$ cat src/rtl/ctrl_pkg.sv
// Shared opcodes, state encodings, error codes and the strobe bundle for the
// hard-wired datapath control sequencer.
package ctrl_pkg;

  localparam int OP_W = 5;

  localparam logic [OP_W-1:0] OP_ADD  = 5'b00011;
  localparam logic [OP_W-1:0] OP_SUB  = 5'b00100;
  localparam logic [OP_W-1:0] OP_AND  = 5'b00101;
  localparam logic [OP_W-1:0] OP_OR   = 5'b00110;
  localparam logic [OP_W-1:0] OP_ADDI = 5'b01100;
  localparam logic [OP_W-1:0] OP_ANDI = 5'b01101;
  localparam logic [OP_W-1:0] OP_ORI  = 5'b01110;
  localparam logic [OP_W-1:0] OP_NOP  = 5'b11010;
  localparam logic [OP_W-1:0] OP_HALT = 5'b11011;

  typedef enum logic [2:0] {
    S_IDLE = 3'd0,
    S_T0   = 3'd1,
    S_T1   = 3'd2,
    S_T2   = 3'd3,
    S_T3   = 3'd4,
    S_T4   = 3'd5,
    S_T5   = 3'd6,
    S_HALT = 3'd7
  } state_t;

  localparam logic [1:0] ERR_NONE    = 2'd0;
  localparam logic [1:0] ERR_HALT    = 2'd1;
  localparam logic [1:0] ERR_ILLEGAL = 2'd2;
  localparam logic [1:0] ERR_MEM     = 2'd3;

  // Field order is the packed order of the top-level strobe outputs (MSB first).
  typedef struct packed {
    logic pc_out;
    logic mar_in;
    logic inc_pc;
    logic z_in;
    logic read;
    logic mdr_in;
    logic mdr_out;
    logic ir_in;
    logic y_in;
    logic zlow_out;
    logic pc_in;
    logic c_out;
    logic gra;
    logic grb;
    logic grc;
    logic r_in;
    logic r_out;
  } strobes_t;

  function automatic logic is_legal(input logic [OP_W-1:0] op);
    case (op)
      OP_ADD, OP_SUB, OP_AND, OP_OR,
      OP_ADDI, OP_ANDI, OP_ORI,
      OP_NOP, OP_HALT: is_legal = 1'b1;
      default:         is_legal = 1'b0;
    endcase
  endfunction

endpackage

$ cat src/rtl/ctrl_decode.sv
// Combinational strobe decode: current state plus opcode -> datapath strobes,
// ALU op and an opcode-legal flag.
module ctrl_decode
  import ctrl_pkg::*;
(
  input  logic [2:0]      state,
  input  logic [OP_W-1:0] opcode,
  input  logic            first_wait,
  output logic [16:0]     strobes,
  output logic [OP_W-1:0] alu_op,
  output logic            legal
);

  strobes_t s;

  assign strobes = s;

  always_comb begin
    s      = '0;
    alu_op = '0;
    legal  = is_legal(opcode);
    case (state_t'(state))
      S_T0: begin
        s.pc_out = 1'b1;
        s.mar_in = 1'b1;
        s.inc_pc = 1'b1;
        s.z_in   = 1'b1;
        alu_op   = OP_ADD;
      end
      S_T1: begin
        // PC write-back happens once, not on every stalled memory cycle.
        s.zlow_out = 1'b1;
        s.pc_in    = first_wait;
        s.read     = 1'b1;
        s.mdr_in   = 1'b1;
      end
      S_T2: begin
        s.mdr_out = 1'b1;
        s.ir_in   = 1'b1;
      end
      S_T3: begin
        if (legal && opcode != OP_NOP && opcode != OP_HALT) begin
          s.grb   = 1'b1;
          s.r_out = 1'b1;
          s.y_in  = 1'b1;
        end
      end
      S_T4: begin
        case (opcode)
          OP_ADD, OP_SUB, OP_AND, OP_OR: begin
            s.grc  = 1'b1;
            s.r_out = 1'b1;
            s.z_in = 1'b1;
            alu_op = opcode;
          end
          OP_ADDI: begin s.c_out = 1'b1; s.z_in = 1'b1; alu_op = OP_ADD; end
          OP_ANDI: begin s.c_out = 1'b1; s.z_in = 1'b1; alu_op = OP_AND; end
          OP_ORI:  begin s.c_out = 1'b1; s.z_in = 1'b1; alu_op = OP_OR;  end
          default: ;
        endcase
      end
      S_T5: begin
        s.zlow_out = 1'b1;
        s.gra      = 1'b1;
        s.r_in     = 1'b1;
      end
      default: ;
    endcase
  end

endmodule

$ cat src/rtl/datapath_ctrl_seq.sv
// Hard-wired fetch/execute control sequencer driving the Datapath strobes.
// Optional retired-instruction counter enabled by CTRL_INSTR_COUNT_EN.
module datapath_ctrl_seq
  import ctrl_pkg::*;
#(
  parameter int OPW         = 5,
  parameter int MEM_TIMEOUT = 15
) (
  input  logic           clk,
  input  logic           Clear,
  input  logic           run,
  input  logic [31:0]    ir,
  input  logic           mem_ready,
  output logic           PCout,
  output logic           MARin,
  output logic           IncPC,
  output logic           Zin,
  output logic           Read,
  output logic           MDRin,
  output logic           MDRout,
  output logic           IRin,
  output logic           Yin,
  output logic           Zlowout,
  output logic           PCin,
  output logic           Cout,
  output logic           Gra,
  output logic           Grb,
  output logic           Grc,
  output logic           Rin,
  output logic           Rout,
  output logic [OPW-1:0] alu_op,
  output logic           halted,
  output logic [1:0]     err_code,
  output logic [2:0]     state_dbg
`ifdef CTRL_INSTR_COUNT_EN
  ,
  output logic [31:0]    instr_count
`endif
);

  localparam logic [7:0] TMO = 8'(MEM_TIMEOUT);

  state_t          state_q;
  logic [7:0]      wait_q;
  logic [1:0]      err_q;
  logic [OP_W-1:0] op_q;
  logic [OP_W-1:0] ir_op;
  logic [OP_W-1:0] dec_op;
  logic [16:0]     dec_strobes;
  logic [OP_W-1:0] dec_alu;
  logic            dec_legal;
  logic            unused_ir_fields;

  assign ir_op            = ir[31:27];
  assign unused_ir_fields = ^ir[26:0];
  // IR is only trustworthy in T3; afterwards the latched copy steers T4/T5.
  assign dec_op = (state_q == S_T3) ? ir_op : op_q;

  ctrl_decode u_decode (
    .state      (state_q),
    .opcode     (dec_op),
    .first_wait (wait_q == 8'd0),
    .strobes    (dec_strobes),
    .alu_op     (dec_alu),
    .legal      (dec_legal)
  );

  assign {PCout, MARin, IncPC, Zin, Read, MDRin, MDRout, IRin,
          Yin, Zlowout, PCin, Cout, Gra, Grb, Grc, Rin, Rout} = dec_strobes;
  assign alu_op    = OPW'(dec_alu);
  assign halted    = (state_q == S_HALT);
  assign err_code  = err_q;
  assign state_dbg = state_q;

  always_ff @(posedge clk) begin
    if (state_q == S_T3) op_q <= ir_op;
  end

  always_ff @(posedge clk or negedge Clear) begin
    if (!Clear) begin
      state_q <= S_IDLE;
      wait_q  <= '0;
      err_q   <= ERR_NONE;
    end else begin
      case (state_q)
        S_IDLE: if (run) state_q <= S_T0;
        S_T0: begin
          state_q <= S_T1;
          wait_q  <= '0;
        end
        S_T1: begin
          // A ready on the timeout cycle still completes the fetch.
          if (mem_ready) begin
            state_q <= S_T2;
            wait_q  <= '0;
          end else if (wait_q + 8'd1 == TMO) begin
            state_q <= S_HALT;
            err_q   <= ERR_MEM;
          end else begin
            wait_q <= wait_q + 8'd1;
          end
        end
        S_T2: state_q <= S_T3;
        S_T3: begin
          if (ir_op == OP_NOP) begin
            state_q <= run ? S_T0 : S_IDLE;
          end else if (ir_op == OP_HALT) begin
            state_q <= S_HALT;
            err_q   <= ERR_HALT;
          end else if (!dec_legal) begin
            state_q <= S_HALT;
            err_q   <= ERR_ILLEGAL;
          end else begin
            state_q <= S_T4;
          end
        end
        S_T4: state_q <= S_T5;
        S_T5: state_q <= run ? S_T0 : S_IDLE;
        default: ;
      endcase
    end
  end

`ifdef CTRL_INSTR_COUNT_EN
  logic [31:0] instr_cnt_q;
  logic        retire;

  assign retire      = (state_q == S_T5) || (state_q == S_T3 && ir_op == OP_NOP);
  assign instr_count = instr_cnt_q;

  always_ff @(posedge clk or negedge Clear) begin
    if (!Clear)      instr_cnt_q <= '0;
    else if (retire) instr_cnt_q <= instr_cnt_q + 32'd1;
  end
`endif

endmodule
$ cat config.mk
export PLATFORM = sky130hd
export DESIGN_NAME = datapath_ctrl_seq
export DESIGN_NICKNAME = d
export VERILOG_FILES = /design/src/rtl/ctrl_pkg.sv /design/src/rtl/ctrl_decode.sv /design/src/rtl/datapath_ctrl_seq.sv
export SDC_FILE = /design/constraint.sdc
export NUM_CORES = 1
export LEC_CHECK = 0
export ABC_AREA = 1
export CORE_ASPECT_RATIO = 0.5
export CORE_MARGIN = 1
export CORE_UTILIZATION = 45
export DETAILED_ROUTE_END_ITERATION = 8
export PLACE_DENSITY = 0.88
export REMOVE_ABC_BUFFERS = 1
export SYNTH_ARGS = -nofsm -noshare
export SYNTH_HDL_FRONTEND = slang
export SYNTH_HIERARCHICAL = 1
export SYNTH_SLANG_ARGS = --single-unit
$ cat constraint.sdc
create_clock -name clk -period 5.17 [get_ports clk]
set_input_delay 1.034 -clock clk [delete_from_list [all_inputs] [get_ports clk]]
set_output_delay 1.034 -clock clk [all_outputs]
set_load 0.01 [all_outputs]
==> results.toml, run 1 <==
[sta]
finClkSkew_ns = 0.004156
holdWs_ns = 0.4843
period_share = 0.8311
fmax_ghz = 0.2327
worstMarginPinSlew_ns = 0.7051
rsz0062_at_grt = "false"
slew_headroom = 0.5250
setup_viol = 0
finalHoldViolations = 0
min_period_ns = 4.297
maxSlewViolCount = 0
timing.setup.tns_ns = 0

[power_and_ir_drop]
p_clk_frac = 0.131
ir_drop_v = 0.0003108
total_leakage_power_uw = 0.0009004
p_int_uw = 481.4
p_sw_frac = 0.4691
seqPwrFrac = 0.256
switchingPower_uw = 425.4
combPwrFrac = 0.612
total_power_uw = 906.8
powerDensity_nw_per_um2 = 503.0

[synthesis]
synth.top_cells.by_area = "dfrtp_1, nand2_1, nand3_1, inv_1, dfxtp_1"
ys_ff_latch = 18
yosys_warnings = 6
avgSynthCellArea_um2 = 6.311
synth.cell_area_um2 = 1433
synthCells = 227
seq_area_frac_synth = 0.2969
yosysTopAreaCellShare = 0.2271
yosysUniqueCellTypes = 27
yosysTopAreaCell = "dfrtp_1"

[clock_tree]
cts_hold_repair.buffers = 0
cts-buffers-inserted = 3
path_clk_slew_ns = 0.07
root_buffer = "clkbuf_8"
post_cts_buffers = 0
clkSinkCount = 18
cts_htree_levels = 1
clock_latency_ns = 0.26
cts_tree = "built"
cts.repair.resized = 0
clk_path_buf_depth = 2

[floorplan]
dieArea_um2 = 3427
start_util = 0.4755
num_io_pins = 64
design.core.area_um2 = 3013
die_h_um = 41.90
die_w_um = 81.80
rows = 14

[grt]
grt_antenna_before_repair = 0
grt_max_degree = 14
groute.usage.overall = 0.2164
grt_pass1_vias = 1356
grt_first_pass_wirelength_um = 5671
grt_overflow = 0

[worst_setup_path]
start_kind = "input port"
endpoint_kind = "output port"
critPathArrivalTime_ns = 3.26
criticalPathCategory = "input port to output port"
path_max_fanout = 7
required_ns = 4.14

[final_layout]
drive_gt1_frac = 0.08984
nets = 296
synthToLayoutAreaGrowth_pct = 25.85
diodes = 0
fin_area_um2 = 1803

[worst_hold_path]
min_path_type = "flip-flop to flip-flop"

[place]
hpwl_um = 2429
placed_area_um2 = 1748
gp_congestion = 0.8538
portBuffers = 34

[outcome]
status = "completed"

[detailed_routing]
avgViaCountPerCell = 4.997
vias = 1479
wl_per_cell_um = 10.87
ant_nets = 0
drtIter0Drc = 97
drtPass1Iterations = 4
wl_um = 3218
drc = 0

[job]
drv_cap = 0
## layout make-up
cell class | count | area (um2)
Fill cell | 275 | 1210
Tap cell | 40 | 50.05
Inverter | 37 | 138.9
Clock buffer | 4 | 55.05
Sequential cell | 18 | 425.4
Timing Repair Buffer | 34 | 340.3
Multi-Input combinational cell | 163 | 793.3
## cell families (layout without fill, tap and decap cells)
group | count (synthesis) | in the layout | synth area share
AND/OR/NAND/NOR | 145 | 145 | 0.4699
AO/OA/AOI/OAI | 13 | 13 | 0.05240
other | 1 | 2 | 0.002618
adder cells (fa/ha/maj) | 3 | 3 | 0.02620
flip-flops | 18 | 18 | 0.2969
buffers and inverters | 47 | 75 | 0.1520
## per-layer routing
layer | part of all wire | global-route usage | vias to the layer above
met4 | 0.012 | 0.08772 | 0
met3 | 0.056 | 0.04396 | 6
li1 | - | - | 765
met2 | 0.49 | 0.3686 | 40
met1 | 0.45 | 0.2658 | 668
met5 | 0 | 0 | -
## cell usage in the layout, fill, tap and decap left out, drive strengths merged
master and count:
and3 1, dfxtp 5, nand3 32, o21ai 8, inv 36, nor2 23
dfrtp 13, nor4 2, nor3 5, nand2 76, a311oi 1, clkinv 1
ha 3, nand4 6, a21oi 3, conb 2, clkdlybuf4s50 34, o211ai 1
clkbuf 4
## worst paths after layout
path,to,cells after the start,from,slack [ns]
worst max-delay path,alu_op[0],10,ir[27],0.87
worst min-delay path,err_code[1]$_DFFE_PN0P_,2,err_code[1]$_DFFE_PN0P_,0.48
worst max register to register,state_dbg[1]$_DFFE_PN0P_,14,state_dbg[2]$_DFFE_PN0P_,2.19
worst min register to register,err_code[1]$_DFFE_PN0P_,2,err_code[1]$_DFFE_PN0P_,0.48
max in group asynchronous,err_code[1]$_DFFE_PN0P_,1,Clear,3.65
min in group asynchronous,wait_q[2]$_DFFE_PN0P_,1,Clear,1.14
## through the flow
| stage | instances | utilization | setup WS (ns) |
|---|---|---|---|
| 2_1_floorplan | 218 | - | 2.052 |
| 4_1_cts | 296 | 0.5984 | 0.8913 |
| 3_5_place_dp | 292 | 0.5802 | 0.9059 |
| 3_3_place_gp | 292 | 0.5802 | 0.9494 |
| 5_1_grt | 296 | 0.5984 | 0.6413 |
| 6_report | 296 | 0.5984 | 0.8731 |
## registers in the layout, summed over array words and instances, names as in the netlist
signal	flops
op_q	5
state_dbg	3
wait_q	8
err_code	2
## critical path: stages
cell,delay [ns]
clkdlybuf4s50_1,0.45
inv_1,0.07
o21ai_0,0.58
nand3_1,0.19
nand2_2,0.14
nand3_1,0.08
nand2_1,0.09
nand2_1,0.05
inv_1,0.05
clkdlybuf4s50_1,0.52
## cell usage after synthesis
| cell | number |
|---|---|
| nand2_1 | 71 |
| dfxtp_1 | 5 |
| and3_1 | 1 |
| o21ai_1 | 3 |
| nor3_2 | 1 |
| nor2_4 | 1 |
| buf_4 | 9 |
| nor3_1 | 4 |
| nand2_2 | 5 |
| nand3_2 | 6 |
| ha_1 | 3 |
| nor4_1 | 2 |
| nand3_1 | 26 |
| o21ai_0 | 5 |
| inv_1 | 33 |
| o211ai_1 | 1 |
| inv_2 | 3 |
| nor2_1 | 20 |
| buf_6 | 1 |
| dfrtp_1 | 13 |
| a311oi_1 | 1 |
| conb_1 | 1 |
| clkinv_1 | 1 |
| nor2_2 | 2 |
| nand4_1 | 6 |
| a21oi_1 | 2 |
| a21oi_2 | 1 |
## power by group through the flow
stage               Sequential, uW  Clock [uW]  Combinational [uW]
CTS                            232         121                 553
detailed placement             234           0                 550
global placement               232           0                 538
floorplan                      233           0                 337
finish                         232         119                 555
global route                   240         126                 612
(Power assumes the default switching activity.)
==> run 2: changes to the inputs <==
--- a/config.mk
+++ b/config.mk
@@ -8,9 +8,9 @@
 export ABC_AREA = 1
 export CORE_ASPECT_RATIO = 0.5
 export CORE_MARGIN = 1
-export CORE_UTILIZATION = 45
+export CORE_UTILIZATION = 38
 export DETAILED_ROUTE_END_ITERATION = 8
-export PLACE_DENSITY = 0.88
+export PLACE_DENSITY = 0.8
 export REMOVE_ABC_BUFFERS = 1
 export SYNTH_ARGS = -nofsm -noshare
 export SYNTH_HDL_FRONTEND = slang
==> constraint.sdc (replaced) <==
create_clock -name clk -period 3.8 [get_ports clk]
set_input_delay 0.76 -clock clk [delete_from_list [all_inputs] [get_ports clk]]
set_output_delay 0.76 -clock clk [all_outputs]
set_load 0.01 [all_outputs]
==> results.toml, run 2 (synthesized netlist as in run 1, its figures left out) <==
[outcome]
status = "completed"

[clock_tree]
clkSinkCount = 18
root_buffer = "clkbuf_8"
cts_htree_levels = 1
clk_path_buf_depth = 2
post_cts_buffers = 0
cts.repair.resized = 0
cts-buffers-inserted = 3
cts_tree = "built"
clock_latency_ns = 0.26
cts_hold_repair.buffers = 0
path_clk_slew_ns = 0.07

[grt]
grt_pass1_vias = 1319
groute.usage.overall = 0.1837
grt_max_degree = 14
grt_first_pass_wirelength_um = 5720
grt_antenna_before_repair = 0
grt_overflow = 0

[detailed_routing]
drtIter0Drc = 67
vias = 1511
ant_nets = 0
wl_um = 3396
drtPass1Iterations = 4
avgViaCountPerCell = 4.874
wl_per_cell_um = 10.95
drc = 0

[final_layout]
regMostFlops = "wait_q"
fin_area_um2 = 1839
final_common_cell = "nand2_1"
diodes = 0
final_cell_mix = "nand2_1, clkdlybuf4s50_1, inv_1"
largest_register_ffs = 8
drive_gt1_frac = 0.1004
synthToLayoutAreaGrowth_pct = 28.38
utilization = 0.5241
nets = 299

[power_and_ir_drop]
total_power_uw = 1258
powerDensity_nw_per_um2 = 683.8
total_leakage_power_uw = 0.0009157
ir_drop_v = 0.0003346

[sta]
min_period_ns = 3.524
finClkSkew_ns = 0.006086
finalHoldViolations = 0
rsz0062_at_grt = "false"
slew_headroom = 0.5968
setup_slack_ns = 0.2757
maxSlewViolCount = 0
worstMarginPinSlew_ns = 0.6029
period_share = 0.9274
timing.setup.tns_ns = 0
fmax_ghz = 0.2837
setup_viol = 0

[worst_setup_path]
endpoint_kind = "output port"
path_max_fanout = 10
critPathArrivalTime_ns = 2.76
r2r_setup_slack_ns = 1.31
criticalPathCategory = "flip-flop to output port"
required_ns = 3.04
start_kind = "flip-flop"
worstRegToRegCells = 17

[job]
drv_cap = 0

[floorplan]
dieArea_um2 = 4034
die_w_um = 88.84
rows = 15
num_io_pins = 64
design.core.area_um2 = 3510
start_util = 0.4082
die_h_um = 45.42

[worst_hold_path]
min_path_type = "flip-flop to flip-flop"
whs_path_depth = 2

[place]
portBuffers = 34
pre_cts_ws_ns = 0.3996
hpwl_um = 2563
gp_congestion = 0.8981
placed_area_um2 = 1784
==> run 2: cell types whose count changed in the layout (fill, tap and decap cells not counted) <==
cell,previous run,this run
buf_4,0,3
==> run 2: metrics by stage <==
stage / cells / hold slack [ns]
after global routing: 310 / 0.5195
after floorplan: 218 / 0.4644
final: 310 / 0.4750
after detailed placement: 306 / 0.4640
after global placement: 306 / 0.4584
after CTS: 310 / 0.4815
==> run 2: final timing paths <==
kind	to	startpoint
min in group asynchronous	wait_q[2]$_DFFE_PN0P_	Clear
hold reg to reg	err_code[0]$_DFFE_PN0P_	err_code[0]$_DFFE_PN0P_
setup / recovery	Rout	state_dbg[2]$_DFFE_PN0P_
setup reg to reg	err_code[1]$_DFFE_PN0P_	state_dbg[2]$_DFFE_PN0P_
hold / removal	err_code[0]$_DFFE_PN0P_	err_code[0]$_DFFE_PN0P_
max in group asynchronous	state_dbg[0]$_DFFE_PN0P_	Clear
==> run 2: final cells by class <==
type / instances / area, um2
Inverter: 37 / 138.9
Timing Repair Buffer: 37 / 362.8
Clock buffer: 4 / 55.05
Sequential cell: 18 / 425.4
Tap cell: 51 / 63.81
Multi-Input combinational cell: 163 / 793.3
Fill cell: 344 / 1670
==> run 2: metal layers <==
layer,part of all wire,track usage,up-vias
li1,-,-,775
met4,0,0.04839,0
met3,0.056,0.05254,0
met5,0,0,-
met1,0.44,0.2168,694
met2,0.50,0.3354,42
==> run 2: worst max-delay path, stage by stage (launching register included) <==
cell and delay [ns]:
dfrtp_1 0.54, inv_2 0.12, nor3_2 0.13, buf_4 0.17
inv_1 0.10, nand2_1 0.07, o21ai_0 0.11, buf_4 0.17
nor2_1 0.21, nand2_1 0.15, o21ai_1 0.16, clkdlybuf4s50_1 0.56
==> run 2: power breakdown <==
part / total, uW / switching [uW] / internal, uW / leakage [uW]
Combinational: 784 / 453 / 331 / 0.000673
Sequential: 313 / 61.9 / 251 / 0.000214
Clock: 161 / 68.4 / 92.1 / 0.0000288
